$ cat config.mk
export PLATFORM = sky130hd
export DESIGN_NAME = stage_four
export DESIGN_NICKNAME = d
export VERILOG_FILES = /design/src/rtl/stage_four.sv
export SDC_FILE = /design/constraint.sdc
export NUM_CORES = 1
export LEC_CHECK = 0
export CORE_MARGIN = 5
export CORE_UTILIZATION = 48
export CTS_BUF_LIST = sky130_fd_sc_hd__clkbuf_4 sky130_fd_sc_hd__clkbuf_8
export DETAILED_ROUTE_END_ITERATION = 10
export PLACE_DENSITY_LB_ADDON = 0.2
export REMOVE_ABC_BUFFERS = 1
export SKIP_CTS_REPAIR_TIMING = 1
export SYNTH_ARGS = -nofsm -noshare
export SYNTH_HDL_FRONTEND = slang
export SYNTH_SLANG_ARGS = --single-unit
$ cat constraint.sdc
create_clock -name clk -period 0.97 [get_ports clk]
set_input_delay 0.194 -clock clk [delete_from_list [all_inputs] [get_ports clk]]
set_output_delay 0.194 -clock clk [all_outputs]
set_load 0.02 [all_outputs]
$ cat src/rtl/stage_four.sv
// stage_four: four-slot elastic valid/ack pipeline carrying a DATA_W-bit token, one slot per clock
//   clk, rst                    : clock, synchronous active-high reset
//   valid_in, data_in, ack_out  : upstream port (ack_out = slot 0 can take data_in this cycle)
//   valid_out, data_out, ack_in : downstream port (oldest token, registered in the last slot)
module stage_four #(
    parameter int DATA_W = 3,
    parameter int DEPTH  = 4
) (
    input  logic              clk,
    input  logic              rst,
    input  logic              valid_in,
    input  logic [DATA_W-1:0] data_in,
    output logic              ack_out,
    output logic              valid_out,
    output logic [DATA_W-1:0] data_out,
    input  logic              ack_in
);
    logic [DEPTH-1:0]  v, mv, ld;
    logic [DATA_W-1:0] d   [DEPTH];
    logic [DATA_W-1:0] src [DEPTH];
    // mv[i]: token in slot i moves on this edge; ripples ack_in upstream so a full pipe never bubbles
    always_comb begin
        mv = '0;
        mv[DEPTH-1] = v[DEPTH-1] & ack_in;
        for (int i = DEPTH - 2; i >= 0; i--) mv[i] = v[i] & (~v[i+1] | mv[i+1]);
    end
    assign ack_out = ~rst & (~v[0] | mv[0]);
    always_comb begin
        ld = '0;
        ld[0] = valid_in & ack_out;
        src[0] = data_in;
        for (int i = 1; i < DEPTH; i++) begin
            ld[i] = mv[i-1];
            src[i] = d[i-1];
        end
    end
    always_ff @(posedge clk) begin
        if (rst) begin
            v <= '0;
            for (int i = 0; i < DEPTH; i++) d[i] <= '0;
        end else begin
            for (int i = 0; i < DEPTH; i++) begin
                if (ld[i]) begin
                    d[i] <= src[i];
                    v[i] <= 1'b1;
                end else if (mv[i]) begin
                    v[i] <= 1'b0;
                end
            end
        end
    end
    assign valid_out = v[DEPTH-1];
    assign data_out  = d[DEPTH-1];
endmodule

==> results of run 1 <==
[cell type report]
class | count | area (um2)
tap | 16 | 20.0
fill | 116 | 454
clock buffer | 3 | 22.5
timing repair buffer | 24 | 208
sequential | 16 | 444
multi-input combinational | 29 | 279
clock inverter | 1 | 3.75
inverter | 6 | 22.5
[power by group]
| group | switching, W | internal, W | total (W) |
|---|---|---|---|
| logic | 0.0000756 | 0.0000852 | 0.000161 |
| registers | 0.0000112 | 0.000771 | 0.000782 |
| clock network | 0.000201 | 0.000149 | 0.000350 |
| total | 0.000288 | 0.00100 | 0.00129 |
[routing by layer]
| layer | share of wire (%) | vias up | GRT usage, % |
|---|---|---|---|
| met2 | 55 | 10 | 22.2 |
| met1 | 38 | 244 | 11.6 |
| li1 | - | 252 | - |
| met5 | 0 | - | 0 |
| met4 | 0.56 | 0 | 4.48 |
| met3 | 5.7 | 2 | 4.91 |
[flip-flops by register name, summed over array words and instances, names as in the netlist]
register  count
d            12
v             4
[Yosys cell counts, types with 2 or more instances]
library cell,n,share of area [%]
sky130_fd_sc_hd__and4b_1,3,4.2
sky130_fd_sc_hd__and3_1,3,2.6
sky130_fd_sc_hd__a21o_1,3,3.1
sky130_fd_sc_hd__inv_1,5,2.6
sky130_fd_sc_hd__a211oi_1,3,3.1
sky130_fd_sc_hd__edfxtp_1,12,50
sky130_fd_sc_hd__nand2b_1,2,1.7
sky130_fd_sc_hd__dfxtp_1,4,11
sky130_fd_sc_hd__nor4b_2,3,6.3
sky130_fd_sc_hd__a21oi_1,4,2.8
[per-stage QoR]
step,total power (W),worst slack (ns),instances,instance area [um2],TNS [ns]
after CTS,0.00127,-0.939,90,920,-7.45
after global placement,0.000926,-0.908,86,893,-13.23
after floorplan,0.000853,-0.219,51,703,-3.84
final,0.00129,-0.292,95,1000,-2.72
after global routing,0.00135,-0.347,95,1000,-4.11
after detailed placement,0.000932,-0.908,86,893,-13.79
[logic make-up (layout without fill, tap and decap cells)]
logic type             after synthesis  after routing  synth area share, %
AND/OR/NAND/NOR                     17             17                 22.6
flip-flops                          16             16                 61.5
AO/OA/AOI/OAI                       12             12                 11.0
buffers and inverters                8             34                 4.89
[worst paths after layout]
| path | depth (start not counted) | start | endpoint | slack, ns |
|---|---|---|---|---|
| setup reg to reg | 3 | v[1]$_SDFFE_PP0P_ | d[1][0]$_SDFFCE_PN0P_ | -0.20 |
| setup / recovery | 3 | v[3]$_SDFFE_PP0P_ | ack_out | -0.29 |
| hold / removal | 3 | rst | v[2]$_SDFFE_PP0P_ | 0.33 |
| hold reg to reg | 1 | d[0][2]$_SDFFCE_PN0P_ | d[1][2]$_SDFFCE_PN0P_ | 0.56 |
[tightest hold or removal path: stages]
cell and delay (ns):
sky130_fd_sc_hd__dlymetal6s2s_1 0.16, sky130_fd_sc_hd__buf_2 0.18, sky130_fd_sc_hd__a21oi_2 0.04
[cell usage in the layout (no fill, tap or decap), drive strengths merged]
cell	count
a211oi	3
a21o	3
a21oi	4
and2b	1
and3	3
and4b	4
buf	18
clkbuf	3
clkdlybuf4s50	4
clkinv	1
dfxtp	4
dlymetal6s2s	2
edfxtp	12
inv	6
nand2b	2
nand3b	2
nand4b	1
nor2b	1
nor4b	3
o21ai	1
o22a	1
==> parameters.txt, run 1 <==
Parameter                              Value

Status
  Status    finished with violations
  Violations in the final reports    negative setup slack

Clock tree
  # H-tree levels    1
  Insertion delay to the later sink of the worst-skew pair    0.28 ns
  Max Root-Sink Buffers    2
  CTS tree    built
  Root Buffer    sky130_fd_sc_hd__clkbuf_4
  Post-CTS clock slew at the launch and capture registers of the worst setup and hold paths    0.10 ns
  Total clock buffers created by CTS    3
  Number of clock sinks seen by CTS    16

Cells and area
  Diodes inserted    0
  Final core area utilization    68.8%
  Fraction of final layout cells with drive strength greater than 1    45.6%
  Synthesis-to-finish area growth    39.7%
  Final layout net count    87

Pwr
  Power per standard cell area    1290 nW/um2
  Maximum resistive drop on vdd    808 uV
  Cell leakage power    0.461 nW

Yosys
  Post-synth ARST share    0%
  Mean cell area of the mapped netlist    13.5 um2
  Total standard cell area after synthesis    716 um2
  Fraction of the yosys area taken by sequential cells    61.5%
  Synth unique cells    21
  Gate count after technology mapping    53
  Count of state elements after synthesis    16
  Post-synth EDFFs    12
  Synthesis Warnings    0
  Primary FF master, synth    sky130_fd_sc_hd__edfxtp_1

Global route
  Number of global-route vias before repair    525
  Wire length of the first global-routing pass    2210 um
  Maximum number of pins on one net before global-route repair    17
  Number of antenna violations at the first check in global routing    0
  Global route total overflow    0
  GRT Total Usage    12.0%

Detailed routing
  Overall routed net length    1430 um
  Count of vias placed by the detailed router    508
  Vias per cell    5.35
  Wire per inst    15.1 um
  DRC viols    0
  DRC violation total after the first TritonRoute iteration    6
  Number of optimization iterations in the first detailed-route pass    4
  Remaining antenna violation count after routing    0

Floorplanning
  Width of the die    48.6 um
  Overall die area    2360 um2
  Initial core utilization    49.2%
  Floorplan Core Area    1450 um2
  Number of rows created at floorplan    14
  Boundary pin count    12
  Die boundary height    48.6 um

Place
  Placer's final routability congestion estimate    0.695
  Post-DP HPWL    975 um
  PortBufs    11

Worst setup path
  Critical path peak fanout    2
  Worst setup path class    register to output port
  Critical path endpoint category    output port
  Largest incremental delay on the critical path    0.33 ns
  Required time worst endpoint    0.78 ns
  Family with the most delay on the worst path    flip-flops
  Ordered cell list for the critical path    and4b_4, a21oi_2, buf_6
  Crit path launch type    register
  Library cell contributing the largest single delay on the critical path    sky130_fd_sc_hd__dfxtp_2
  Crit path buf inv count    1
  Signal arrival time at the worst endpoint    1.07 ns

Timing
  Final hold vios    0
  Final clock period utilization by the worst path    130%
  Worst-case hold slack    0.333 ns
  Max-Slew Margin vs Limit    84.9%
  Worst Tran Pin Value    0.226 ns
  Worst Skew    0.00905 ns
  Unrepaired setup endpoints after global routing    true
  Slew Viols, Final    0
  Max frequency    0.793 GHz
  Final Critical Period    1.26 ns
  Setup violators final    29
  Final setup slack of the worst path    -0.292 ns

Min path
  Worst hold path type    input pin to register

Run
  Count of max-cap constraint violations    0
No activity file was read; power rests on OpenSTA's default activity.
==> inputs of run 2 (changes only) <==
- CORE_UTILIZATION: 48 -> 43
- DONT_BUFFER_PORTS: default -> 1
==> run 2 against run 1 <==
Net effect: the run still ends with negative setup slack left; clock-buffer cell count increased by 1; maximum frequency is 1.6% lower; worst hold slack got worse by 0.23 ns; sequential power up 0.8%; via count shrank 5.5%; design area decreased by 5.9%; clock power grew 19%; wire length fell by 5.3%; total power rose by 1.3%; clock skew decreased by 0.0059 ns; first-iteration DRC count is 33% lower; critical path depth did not move.
==> parameters.txt, run 2 (synthesis gave the netlist of run 1 again) <==
Parameter                              Value

Status
  Status    finished with violations (unchanged)
  Violations in the final reports    negative setup slack (unchanged)

Worst setup path
  Reg2reg end    d[1][0]$_SDFFCE_PN0P_ (unchanged)
  Worst setup path class    register to output port (unchanged)
  Signal arrival time at the worst endpoint    1.09 ns (was 1.07 ns)
  Required time worst endpoint    0.78 ns (about the same)
  Family with the most delay on the worst path    flip-flops (unchanged)
  Crit path launch type    register (unchanged)
  Ordered cell list for the critical path    and4b_4, a21oi_2, buf_4 (was and4b_4, a21oi_2, buf_6)
  Cell count of the worst reg-to-reg path    4 (was 3)
  Library cell contributing the largest single delay on the critical path    sky130_fd_sc_hd__dfxtp_4 (was sky130_fd_sc_hd__dfxtp_2)
  Critical path endpoint category    output port (unchanged)
  Critical path peak fanout    3 (was 2)
  Startpoint of the most critical register-to-register path    v[1]$_SDFFE_PP0P_ (unchanged)
  FF-to-FF setup slack    -0.28 ns (was -0.20 ns)
  Crit path buf inv count    1 (unchanged)
  Largest incremental delay on the critical path    0.36 ns (was 0.33 ns)

Floorplanning
  Initial core utilization    46.4% (was 49.2%)
  Boundary pin count    12 (unchanged)
  Width of the die    50.8 um (was 48.6 um)
  Number of rows created at floorplan    14 (unchanged)
  Die boundary height    50.8 um (was 48.6 um)
  Floorplan Core Area    1540 um2 (was 1450 um2)
  Overall die area    2580 um2 (was 2360 um2)

Global route
  GRT Total Usage    9.91% (was 12.0%)
  Global route total overflow    0 (unchanged)
  Number of antenna violations at the first check in global routing    0 (unchanged)
  Number of global-route vias before repair    471 (was 525)
  Wire length of the first global-routing pass    1900 um (was 2210 um)
  Maximum number of pins on one net before global-route repair    18 (was 17)

Timing
  Worst Tran Pin Value    0.229 ns (was 0.226 ns)
  Final Critical Period    1.28 ns (was 1.26 ns)
  Unrepaired setup endpoints after global routing    true (unchanged)
  Max frequency    0.780 GHz (was 0.793 GHz)
  Final hold vios    0 (unchanged)
  Setup violators final    27 (was 29)
  Worst Skew    0.00314 ns (was 0.00905 ns)
  Final clock period utilization by the worst path    132% (was 130%)
  Max-Slew Margin vs Limit    84.7% (was 84.9%)
  Worst-case hold slack    0.0988 ns (was 0.333 ns)
  Final setup slack of the worst path    -0.312 ns (was -0.292 ns)
  Slew Viols, Final    0 (unchanged)

Detailed routing
  DRC viols    0 (unchanged)
  Vias per cell    5.58 (was 5.35)
  DRC violation total after the first TritonRoute iteration    4 (was 6)
  Wire per inst    15.8 um (was 15.1 um)
  Remaining antenna violation count after routing    0 (unchanged)
  Overall routed net length    1360 um (was 1430 um)
  Count of vias placed by the detailed router    480 (was 508)
  Number of optimization iterations in the first detailed-route pass    2 (was 4)

Pwr
  Power Internal    0.00105 W (was 0.00100 W)
  Proportion of power drawn by combinational gates    7.9% (was 12.4%)
  Share of total power in sequential cells    60.2% (was 60.5%)
  Net load switching power    0.000257 W (was 0.000288 W)
  Maximum resistive drop on vdd    999 uV (was 808 uV)
  Clock network power share    31.9% (was 27.1%)
  Cell leakage power    0.414 nW (was 0.461 nW)
  Sw Ratio    19.7% (was 22.3%)
  Power per standard cell area    1390 nW/um2 (was 1290 nW/um2)
  Total power of the final layout    0.00131 W (was 0.00129 W)

Cells and area
  Commonest non-fill, non-tap cells in the layout    12 x sky130_fd_sc_hd__edfxtp_1, 9 x sky130_fd_sc_hd__buf_4, 5 x sky130_fd_sc_hd__inv_1, 5 x sky130_fd_sc_hd__buf_6 (was 12 x sky130_fd_sc_hd__edfxtp_1, 11 x sky130_fd_sc_hd__buf_4, 5 x sky130_fd_sc_hd__inv_1, 4 x sky130_fd_sc_hd__clkdlybuf4s50_1, 4 x sky130_fd_sc_hd__buf_6)
  Total area of sequential cells    449 um2 (was 444 um2)
  Final core area utilization    61.0% (was 68.8%)
  Commonest non-fill, non-tap cell in the layout    sky130_fd_sc_hd__edfxtp_1 (unchanged)
  Area of combinational cells with multiple inputs    279 um2 (unchanged)
  Register with the most flip-flops    d (unchanged)
  Registers with the most flip-flops    d (12), v (4) (unchanged)
  Max FFs per register    12 (unchanged)
  Final layout net count    78 (was 87)
  Fraction of final layout cells with drive strength greater than 1    47.1% (was 45.6%)
  Filler-free cell count of the finished design    86 (was 95)
  Number of inserted filler cells in the final layout    122 (was 116)
  Diodes inserted    0 (unchanged)
  Synthesis-to-finish area growth    31.5% (was 39.7%)

Min path
  Worst hold path type    input pin to register (unchanged)
  Hold Path Depth    1 (was 3)
  Hold Crit Endpoint    d[3][2]$_SDFFCE_PN0P_ (was v[2]$_SDFFE_PP0P_)
  Hold Path Origin    rst (unchanged)

Place
  Number of placed cells counting well taps    74 (was 86)
  Worst slack after detailed placement    -0.176 ns (was -0.908 ns)
  Post-DP HPWL    910 um (was 975 um)
  PortBufs    0 (was 11)
  Placer's final routability congestion estimate    0.686 (was 0.695)

Clock tree
  Number of clock sinks seen by CTS    16 (unchanged)
  CTS tree    built (unchanged)
  Max Root-Sink Buffers    2 (unchanged)
  # H-tree levels    1 (unchanged)
  Total clock buffers created by CTS    3 (unchanged)
  Root Buffer    sky130_fd_sc_hd__clkbuf_4 (unchanged)
  Post-CTS clock slew at the launch and capture registers of the worst setup and hold paths    0.09 ns (was 0.10 ns)
  Insertion delay to the later sink of the worst-skew pair    0.28 ns (about the same)

Run
  Count of max-cap constraint violations    0 (unchanged)
==> run 2: cell types whose count changed in the layout (fill, tap and decap cells not counted) <==
cell,change
sky130_fd_sc_hd__buf_6,+1
sky130_fd_sc_hd__buf_2,-3
sky130_fd_sc_hd__dfxtp_2,-2
sky130_fd_sc_hd__clkdlybuf4s50_1,-4
sky130_fd_sc_hd__clkinv_1,-1
sky130_fd_sc_hd__dfxtp_4,+2
sky130_fd_sc_hd__dlygate4sd3_1,+1
sky130_fd_sc_hd__clkbuf_8,+1
sky130_fd_sc_hd__dlymetal6s2s_1,-2
sky130_fd_sc_hd__buf_4,-2
==> run 2: how the worst max path moves through the flow <==
stage,start,slack (ns),end,cells past startpoint
6_report,v[3]$_SDFFE_PP0P_,-0.31,ack_out,3
5_1_grt,v[3]$_SDFFE_PP0P_,-0.37,ack_out,3
4_1_cts,v[3]$_SDFFE_PP0P_,-0.44,ack_out,3
3_5_place_dp,v[3]$_SDFFE_PP0P_,-0.18,d[3][1]$_SDFFCE_PN0P_,3
3_3_place_gp,v[1]$_SDFFE_PP0P_,-0.11,d[1][0]$_SDFFCE_PN0P_,2
2_1_floorplan,v[3]$_SDFFE_PP0P_,-0.22,ack_out,2
==> run 2: cell type report <==
type                            count  share of cell area, %
Inverter                            6                   2.39
Timing Repair Buffer               15                   14.2
Tap cell                           16                   2.13
Clock buffer                        4                   3.86
Multi-Input combinational cell     29                   29.7
Sequential cell                    16                   47.7
==> run 2: power groups by stage <==
stage / Clock [W] / Combinational, W / Sequential (W)
finish: 0.000417 / 0.000104 / 0.000788
CTS: 0.000433 / 0.0000714 / 0.000793
global route: 0.000469 / 0.000112 / 0.000791
global placement: 0 / 0.0000674 / 0.000808
floorplan: 0 / 0.0000463 / 0.000807
detailed placement: 0 / 0.0000709 / 0.000809
==> run 2: routing by layer <==
metal / track usage, % / wire length, um / share of wire, % / vias up
met5: 0 / 0 / 0 / -
met4: 4.68 / 8 / 0.59 / 0
met3: 3.85 / 57 / 4.2 / 2
met2: 17.6 / 736 / 54 / 12
met1: 10.0 / 553 / 41 / 230
li1: - / - / - / 236
==> run 2: worst reg2reg max path, stage by stage, from the launching register on <==
cell	delay [ns]
sky130_fd_sc_hd__dfxtp_4	0.37
sky130_fd_sc_hd__buf_6	0.09
sky130_fd_sc_hd__buf_6	0.09
sky130_fd_sc_hd__nand4b_1	0.20
sky130_fd_sc_hd__a21o_1	0.26
==> run 2: per-stage QoR <==
stage	setup TNS [ns]	cell area, um2
after floorplan	-3.84	703
after CTS	-3.65	812
after detailed placement	-2.63	776
final	-4.84	941
after global routing	-5.98	941
after global placement	-1.70	776
